File: src/rtl/add_sub_pkg.sv
// Shared definitions for the add/sub BIST: operand and counter widths, the
// sweep length, the controller state encoding and the DUT response record.
package add_sub_pkg;

  localparam int unsigned OP_W     = 4;                 // operand width
  localparam int unsigned VEC_CNT  = 512;               // {in_c, a, b} combinations
  localparam int unsigned VEC_W    = $clog2(VEC_CNT);   // 9-bit vector index
  localparam int unsigned ERR_W    = 10;                // holds 0..512 without wrap
  localparam int unsigned SETTLE_W = 4;                 // settle count 1..15

  typedef enum logic [2:0] {
    IDLE,
    DRIVE,
    WAIT,
    CHECK,
    DONE
  } state_e;

  // One adder/subtractor response; the field order matches the compare concat.
  typedef struct packed {
    logic [OP_W-1:0] s;
    logic            overflow;
    logic            zero;
    logic            out_c;
  } result_t;

endpackage : add_sub_pkg

File: src/rtl/add_sub_ref.sv
// Golden model of the 4-bit adder/subtractor. Subtraction is a + ~b + 1, so
// out_c is the carry out (1 = no borrow) and overflow is two's-complement.
module add_sub_ref
  import add_sub_pkg::*;
(
  input  logic [OP_W-1:0] a_i,
  input  logic [OP_W-1:0] b_i,
  input  logic            in_c_i,
  output result_t         exp_o
);

  logic [OP_W-1:0] b_eff;
  logic [OP_W:0]   sum;

  assign b_eff = in_c_i ? ~b_i : b_i;
  assign sum   = {1'b0, a_i} + {1'b0, b_eff} + {{OP_W{1'b0}}, in_c_i};

  assign exp_o.s        = sum[OP_W-1:0];
  assign exp_o.out_c    = sum[OP_W];
  // Same-sign operands producing an opposite-sign result is signed overflow.
  assign exp_o.overflow = (a_i[OP_W-1] == b_eff[OP_W-1]) &&
                          (sum[OP_W-1] != a_i[OP_W-1]);
  assign exp_o.zero     = (sum[OP_W-1:0] == '0);

endmodule : add_sub_ref

File: src/rtl/add_sub_bist.sv
// Exhaustive BIST controller for a 4-bit adder/subtractor. Sweeps all 512
// {in_c, a, b} vectors, waits SETTLE cycles per vector, compares the response
// against add_sub_ref and counts failing vectors.
// Optional feature: define ADD_SUB_BIST_FIRST_FAIL_EN to capture the operands
// of the first failing vector of each sweep on fail_a/fail_b/fail_in_c.
module add_sub_bist
  import add_sub_pkg::*;
#(
  parameter int unsigned SETTLE = 1
) (
  input  logic             clk,
  input  logic             rst_n,
  input  logic             start,
  output logic             busy,
  output logic             done,
  output logic             pass,
  output logic [ERR_W-1:0] err_cnt,
  output logic [OP_W-1:0]  dut_a,
  output logic [OP_W-1:0]  dut_b,
  output logic             dut_in_c,
  input  logic [OP_W-1:0]  dut_s,
  input  logic             dut_overflow,
  input  logic             dut_zero,
  input  logic             dut_out_c,
  output logic [OP_W-1:0]  fail_a,
  output logic [OP_W-1:0]  fail_b,
  output logic             fail_in_c,
  output logic             fail_valid
);

  localparam logic [SETTLE_W-1:0] SETTLE_L = SETTLE_W'(SETTLE);
  localparam logic [VEC_W-1:0]    VEC_LAST = VEC_W'(VEC_CNT - 1);

  state_e              state_q, state_d;
  logic [VEC_W-1:0]    vec_q, vec_d;
  logic [SETTLE_W-1:0] settle_q, settle_d;
  logic [ERR_W-1:0]    err_q, err_d;

  result_t exp_res;
  result_t obs_res;
  logic    mismatch;
  logic    fail_hit;
  logic    sweep_start;

  // Operands come straight from the vector index, so they stay put from
  // DRIVE through CHECK without a separate holding register.
  assign dut_in_c = vec_q[VEC_W-1];
  assign dut_a    = vec_q[2*OP_W-1:OP_W];
  assign dut_b    = vec_q[OP_W-1:0];

  add_sub_ref u_ref (
    .a_i    (dut_a),
    .b_i    (dut_b),
    .in_c_i (dut_in_c),
    .exp_o  (exp_res)
  );

  assign obs_res     = {dut_s, dut_overflow, dut_zero, dut_out_c};
  assign mismatch    = (obs_res != exp_res);
  assign fail_hit    = (state_q == CHECK) && mismatch;
  assign sweep_start = start && ((state_q == IDLE) || (state_q == DONE));

  assign busy    = (state_q == DRIVE) || (state_q == WAIT) || (state_q == CHECK);
  assign done    = (state_q == DONE);
  assign pass    = done && (err_q == '0);
  assign err_cnt = err_q;

  // Controller state, vector index, settle counter and error count.
  always_ff @(posedge clk or negedge rst_n) begin
    if (!rst_n) begin
      state_q  <= IDLE;
      vec_q    <= '0;
      settle_q <= '0;
      err_q    <= '0;
    end else begin
      // NOTE: non-blocking assignments so every register samples pre-edge values.
      state_q  <= state_d;
      vec_q    <= vec_d;
      settle_q <= settle_d;
      err_q    <= err_d;
    end
  end

  // Next-state logic: one vector is DRIVE, SETTLE x WAIT, then CHECK.
  always_comb begin
    // NOTE: every signal gets a default first so no path can infer a latch.
    state_d  = state_q;
    vec_d    = vec_q;
    settle_d = settle_q;
    err_d    = err_q;

    unique case (state_q)
      IDLE, DONE: begin
        if (sweep_start) begin
          state_d = DRIVE;
          vec_d   = '0;
          err_d   = '0;
        end
      end
      DRIVE: begin
        state_d  = WAIT;
        settle_d = SETTLE_W'(1);
      end
      WAIT: begin
        if (settle_q >= SETTLE_L) begin
          state_d = CHECK;
        end else begin
          settle_d = settle_q + SETTLE_W'(1);
        end
      end
      CHECK: begin
        // At most 512 increments per sweep, so the 10-bit count never wraps.
        if (fail_hit) begin
          err_d = err_q + ERR_W'(1);
        end
        if (vec_q == VEC_LAST) begin
          state_d = DONE;
        end else begin
          state_d = DRIVE;
          vec_d   = vec_q + VEC_W'(1);
        end
      end
      default: state_d = IDLE;
    endcase
  end

`ifdef ADD_SUB_BIST_FIRST_FAIL_EN
  logic [OP_W-1:0] fail_a_q;
  logic [OP_W-1:0] fail_b_q;
  logic            fail_in_c_q;
  logic            fail_valid_q;

  // First-failure capture: armed on each accepted start, frozen after one hit.
  always_ff @(posedge clk or negedge rst_n) begin
    if (!rst_n) begin
      fail_a_q     <= '0;
      fail_b_q     <= '0;
      fail_in_c_q  <= 1'b0;
      fail_valid_q <= 1'b0;
    end else if (sweep_start) begin
      fail_a_q     <= '0;
      fail_b_q     <= '0;
      fail_in_c_q  <= 1'b0;
      fail_valid_q <= 1'b0;
    end else if (fail_hit && !fail_valid_q) begin
      fail_a_q     <= dut_a;
      fail_b_q     <= dut_b;
      fail_in_c_q  <= dut_in_c;
      fail_valid_q <= 1'b1;
    end
  end

  assign fail_a     = fail_a_q;
  assign fail_b     = fail_b_q;
  assign fail_in_c  = fail_in_c_q;
  assign fail_valid = fail_valid_q;
`else
  assign fail_a     = '0;
  assign fail_b     = '0;
  assign fail_in_c  = 1'b0;
  assign fail_valid = 1'b0;
`endif

endmodule : add_sub_bist

File: config.mk
export PLATFORM = sky130hd
export DESIGN_NAME = add_sub_bist
export DESIGN_NICKNAME = d
export VERILOG_FILES = /design/src/rtl/add_sub_pkg.sv /design/src/rtl/add_sub_ref.sv /design/src/rtl/add_sub_bist.sv
export SDC_FILE = /design/constraint.sdc
export NUM_CORES = 1
export LEC_CHECK = 0
export ABC_CLOCK_PERIOD_IN_PS = 7050
export BUFFER_PORTS_ARGS = -buffer_cell sky130_fd_sc_hd__buf_2
export CAP_MARGIN = 0
export CORE_UTILIZATION = 36
export CTS_CLUSTER_DIAMETER = 100
export DETAILED_ROUTE_END_ITERATION = 16
export GPL_ROUTABILITY_DRIVEN = 1
export PLACE_DENSITY = 0.57
export SYNTH_ARGS = -nofsm -noshare
export SYNTH_HDL_FRONTEND = slang
export SYNTH_HIERARCHICAL = 1
export SYNTH_SLANG_ARGS = --single-unit
File: constraint.sdc
create_clock -name clk -period 7.05 [get_ports clk]
set_input_delay 0.3525 -clock clk [delete_from_list [all_inputs] [get_ports clk]]
set_output_delay 0.3525 -clock clk [all_outputs]
set_load 0.02 [all_outputs]
==> run_results.csv <==
group,metric,value,unit
outcome,status,"finished clean",
final_layout,layout.nets,245,
final_layout,syn_to_final_growth,11.4,%
clocking,cts_resized,0,
setup_path,r2r_start,"vec_q[0]",
clocking,insertion_delay,0.27,ns
die,fp.dieH,73.1,um
yosys,synth.avg_cell_area,9.32,um^2
setup_path,rr_endpoint,"err_cnt[7]",
setup_path,end_kind,"register",
routing,drc,0,
routing,first_pass_iters,4,
clocking,postCtsSetupBuffers,0,
global_routing,antenna_found_initial,0,
sta,rsz0062_at_grt,"false",
setup_path,path_max_fanout,11,
setup_path,critPathRequiredTime,7.22,ns
setup_path,worstSetupPathType,"register to register",
yosys,ys_ff_latch,26,
clocking,cts_tree,"done",
yosys,synth_cells,195,
final_layout,mostFrequentLayoutCells,"31 x buf_2, 26 x dfrtp_1, 16 x nor2_1, 16 x nand2_1, 11 x xnor2_1",
place,place_area,1980,um^2
power_and_ir_drop,peakVddDrop,0.178,mV
global_routing,grt_max_degree,27,
routing,postRouteAntennaNets,0,
min_path,min_path_type,"input pin to asynchronous set/reset pin",
routing,drt_wl_total,3.82,mm
clocking,clock-sinks,26,
sta,min_period_over_period,0.430,
yosys,async_flop_share,1.00,
sta,final.setup.tns,0,ns
clocking,htreeDepth,1,
final_layout,register_area,651,um^2
global_routing,grt_util_all_layers,0.153,
final_layout,final_layout_size_suffix_gt1_frac,0.194,
clocking,path_clk_slew,0.09,ns
routing,via_per_inst,4.99,
final_layout,final_common_cell,"buf_2",
final_layout,final_cell_area,2020,um^2
routing,vias,1441,
sta,finalHoldViolCount,0,
clocking,clk_path_buf_depth,2,
yosys,synthFlopType,"dfrtp_1",
global_routing,grt_pass1_vias,1327,
power_and_ir_drop,p_per_area,296,nW/um^2
final_layout,n_antenna_cell,0,
global_routing,gr-total-overflow,0,
yosys,syn_area,1820,um^2
sta,max_freq,330,MHz
final_layout,fillCellCount,486,
final_layout,multi_input_area,1060,um^2
sta,final_max_slew_viol_count,0,
sta,fin_crit,3.03,ns
place,hpwl,2.83,mm
place,gp_congestion,0.768,
sta,tightestPinTransition,0.617,ns
clocking,clock-root-buffer,"clkbuf_8",
job,max_cap_violations,0,
clocking,cts_hold_buf,0,
routing,drtIter0Drc,104,
die,io_pins,42,
yosys,yosysSeqAreaShare,0.358,
die,start_util,0.380,
clocking,numCtsBuffers,3,
die,core_area,4790,um^2
sta,max_slew_margin,0.589,
die,die_w,73.1,um
routing,wl_per_cell,13.2,um
yosys,synth-edff-count,0,
sta,finalSetupViolCount,0,
yosys,ys.warnings.count,6,
place,io_buffers,31,
setup_path,critical_path_arrival,3.20,ns
die,die_area,5340,um^2
global_routing,grt_pass1_wl,6.32,mm
die,row_count,25,
setup_path,rr_worst_depth,10,
setup_path,rrSetupSlack,4.02,ns
setup_path,start_kind,"register",
power_and_ir_drop,p_leak,1.03,nW
yosys,yosysUniqueCellTypes,46,
sta,skew,0.00456,ns
## Yosys cell counts (3+ instances only)
library cell  number  area (um^2)
nor2_1            16         60.1
nor4_1             3         18.8
nor2b_1            3         18.8
dfrtp_1           26          651
xnor2_1           11         96.3
clkbuf_1           3         11.3
nand2_1           16         60.1
inv_1              9         33.8
o311ai_0           3         26.3
nand4_1            6         37.5
a21oi_1            6         30.0
a21o_1             6         45.0
nand3_1            8         40.0
and3_1             4         25.0
xor2_1             7         61.3
o21ai_0            7         35.0
ha_1              10          125
a31oi_1            7         43.8
buf_4             10         75.1
## report_power, final
part | switching, mW | total, mW | internal (mW)
sequential | 0.0512 | 0.228 | 0.177
clock | 0.0468 | 0.0852 | 0.0384
combinational | 0.177 | 0.287 | 0.110
total | 0.275 | 0.600 | 0.325
## worst max-delay path: stages, from the launching register on
cell,delay (ns)
dfrtp_1,0.53
mux2_4,0.36
fa_1,0.41
xnor2_1,0.27
nand4b_1,0.13
mux2i_1,0.18
xnor2_1,0.14
nand3_1,0.12
or2_1,0.38
and3_1,0.22
o22a_1,0.18
## how the worst max path moves through the flow
stage,start,end,slack (ns),cells past startpoint
global route,vec_q[0],err_cnt[7],3.81,10
CTS,vec_q[0],err_cnt[7],4.01,10
global placement,vec_q[2],err_cnt[7],4.12,10
floorplan,vec_q[2],err_cnt[2],4.17,11
finish,vec_q[0],err_cnt[7],4.02,10
detailed placement,vec_q[0],err_cnt[7],4.03,10
## layout make-up
type | instances | area share
tap | 67 | 0.0414
timing repair buffer | 31 | 0.0766
sequential | 26 | 0.321
multi-input combinational | 153 | 0.523
clock buffer | 3 | 0.0204
inverter | 9 | 0.0167
## flip-flops by register name, indices dropped and copies added, names as in the netlist
| name | count |
|---|---|
| err_cnt | 10 |
| settle_q | 4 |
| state_q | 3 |
| vec_q | 9 |
## metal layers
| layer | share of wire | vias to the layer above | wire [um] | GRT usage |
|---|---|---|---|---|
| li1 | - | 733 | - | - |
| met1 | 0.51 | 672 | 1950 | 0.217 |
| met2 | 0.44 | 32 | 1680 | 0.239 |
| met3 | 0.034 | 4 | 131 | 0.0207 |
| met4 | 0.012 | 0 | 46 | 0.0523 |
| met5 | 0 | - | 0 | 0 |
## metrics by stage
step / total power [mW] / utilization / std cells / hold slack (ns) / worst slack, ns
floorplan: 0.452 / - / 204 / 0.0569 / 4.17
global placement: 0.515 / 0.414 / 286 / 0.413 / 4.12
detailed placement: 0.517 / 0.414 / 286 / 0.405 / 4.03
CTS: 0.604 / 0.423 / 289 / 0.104 / 4.01
global route: 0.648 / 0.423 / 289 / 0.130 / 3.81
finish: 0.600 / 0.423 / 289 / 0.0839 / 4.02
## cell families after synthesis
| logic type | after synthesis | share of synthesized area |
|---|---|---|
| other | 1 | 0.00206 |
| AOI/OAI and AO/OA | 39 | 0.153 |
| and+or+nand+nor | 72 | 0.221 |
| DFF | 26 | 0.358 |
| xor gates and xnor gates | 18 | 0.0867 |
| adders and majority gates | 11 | 0.0798 |
| buffers and inverters | 25 | 0.0778 |
| muxes | 3 | 0.0220 |
No activity file was read; power rests on OpenSTA's default activity.
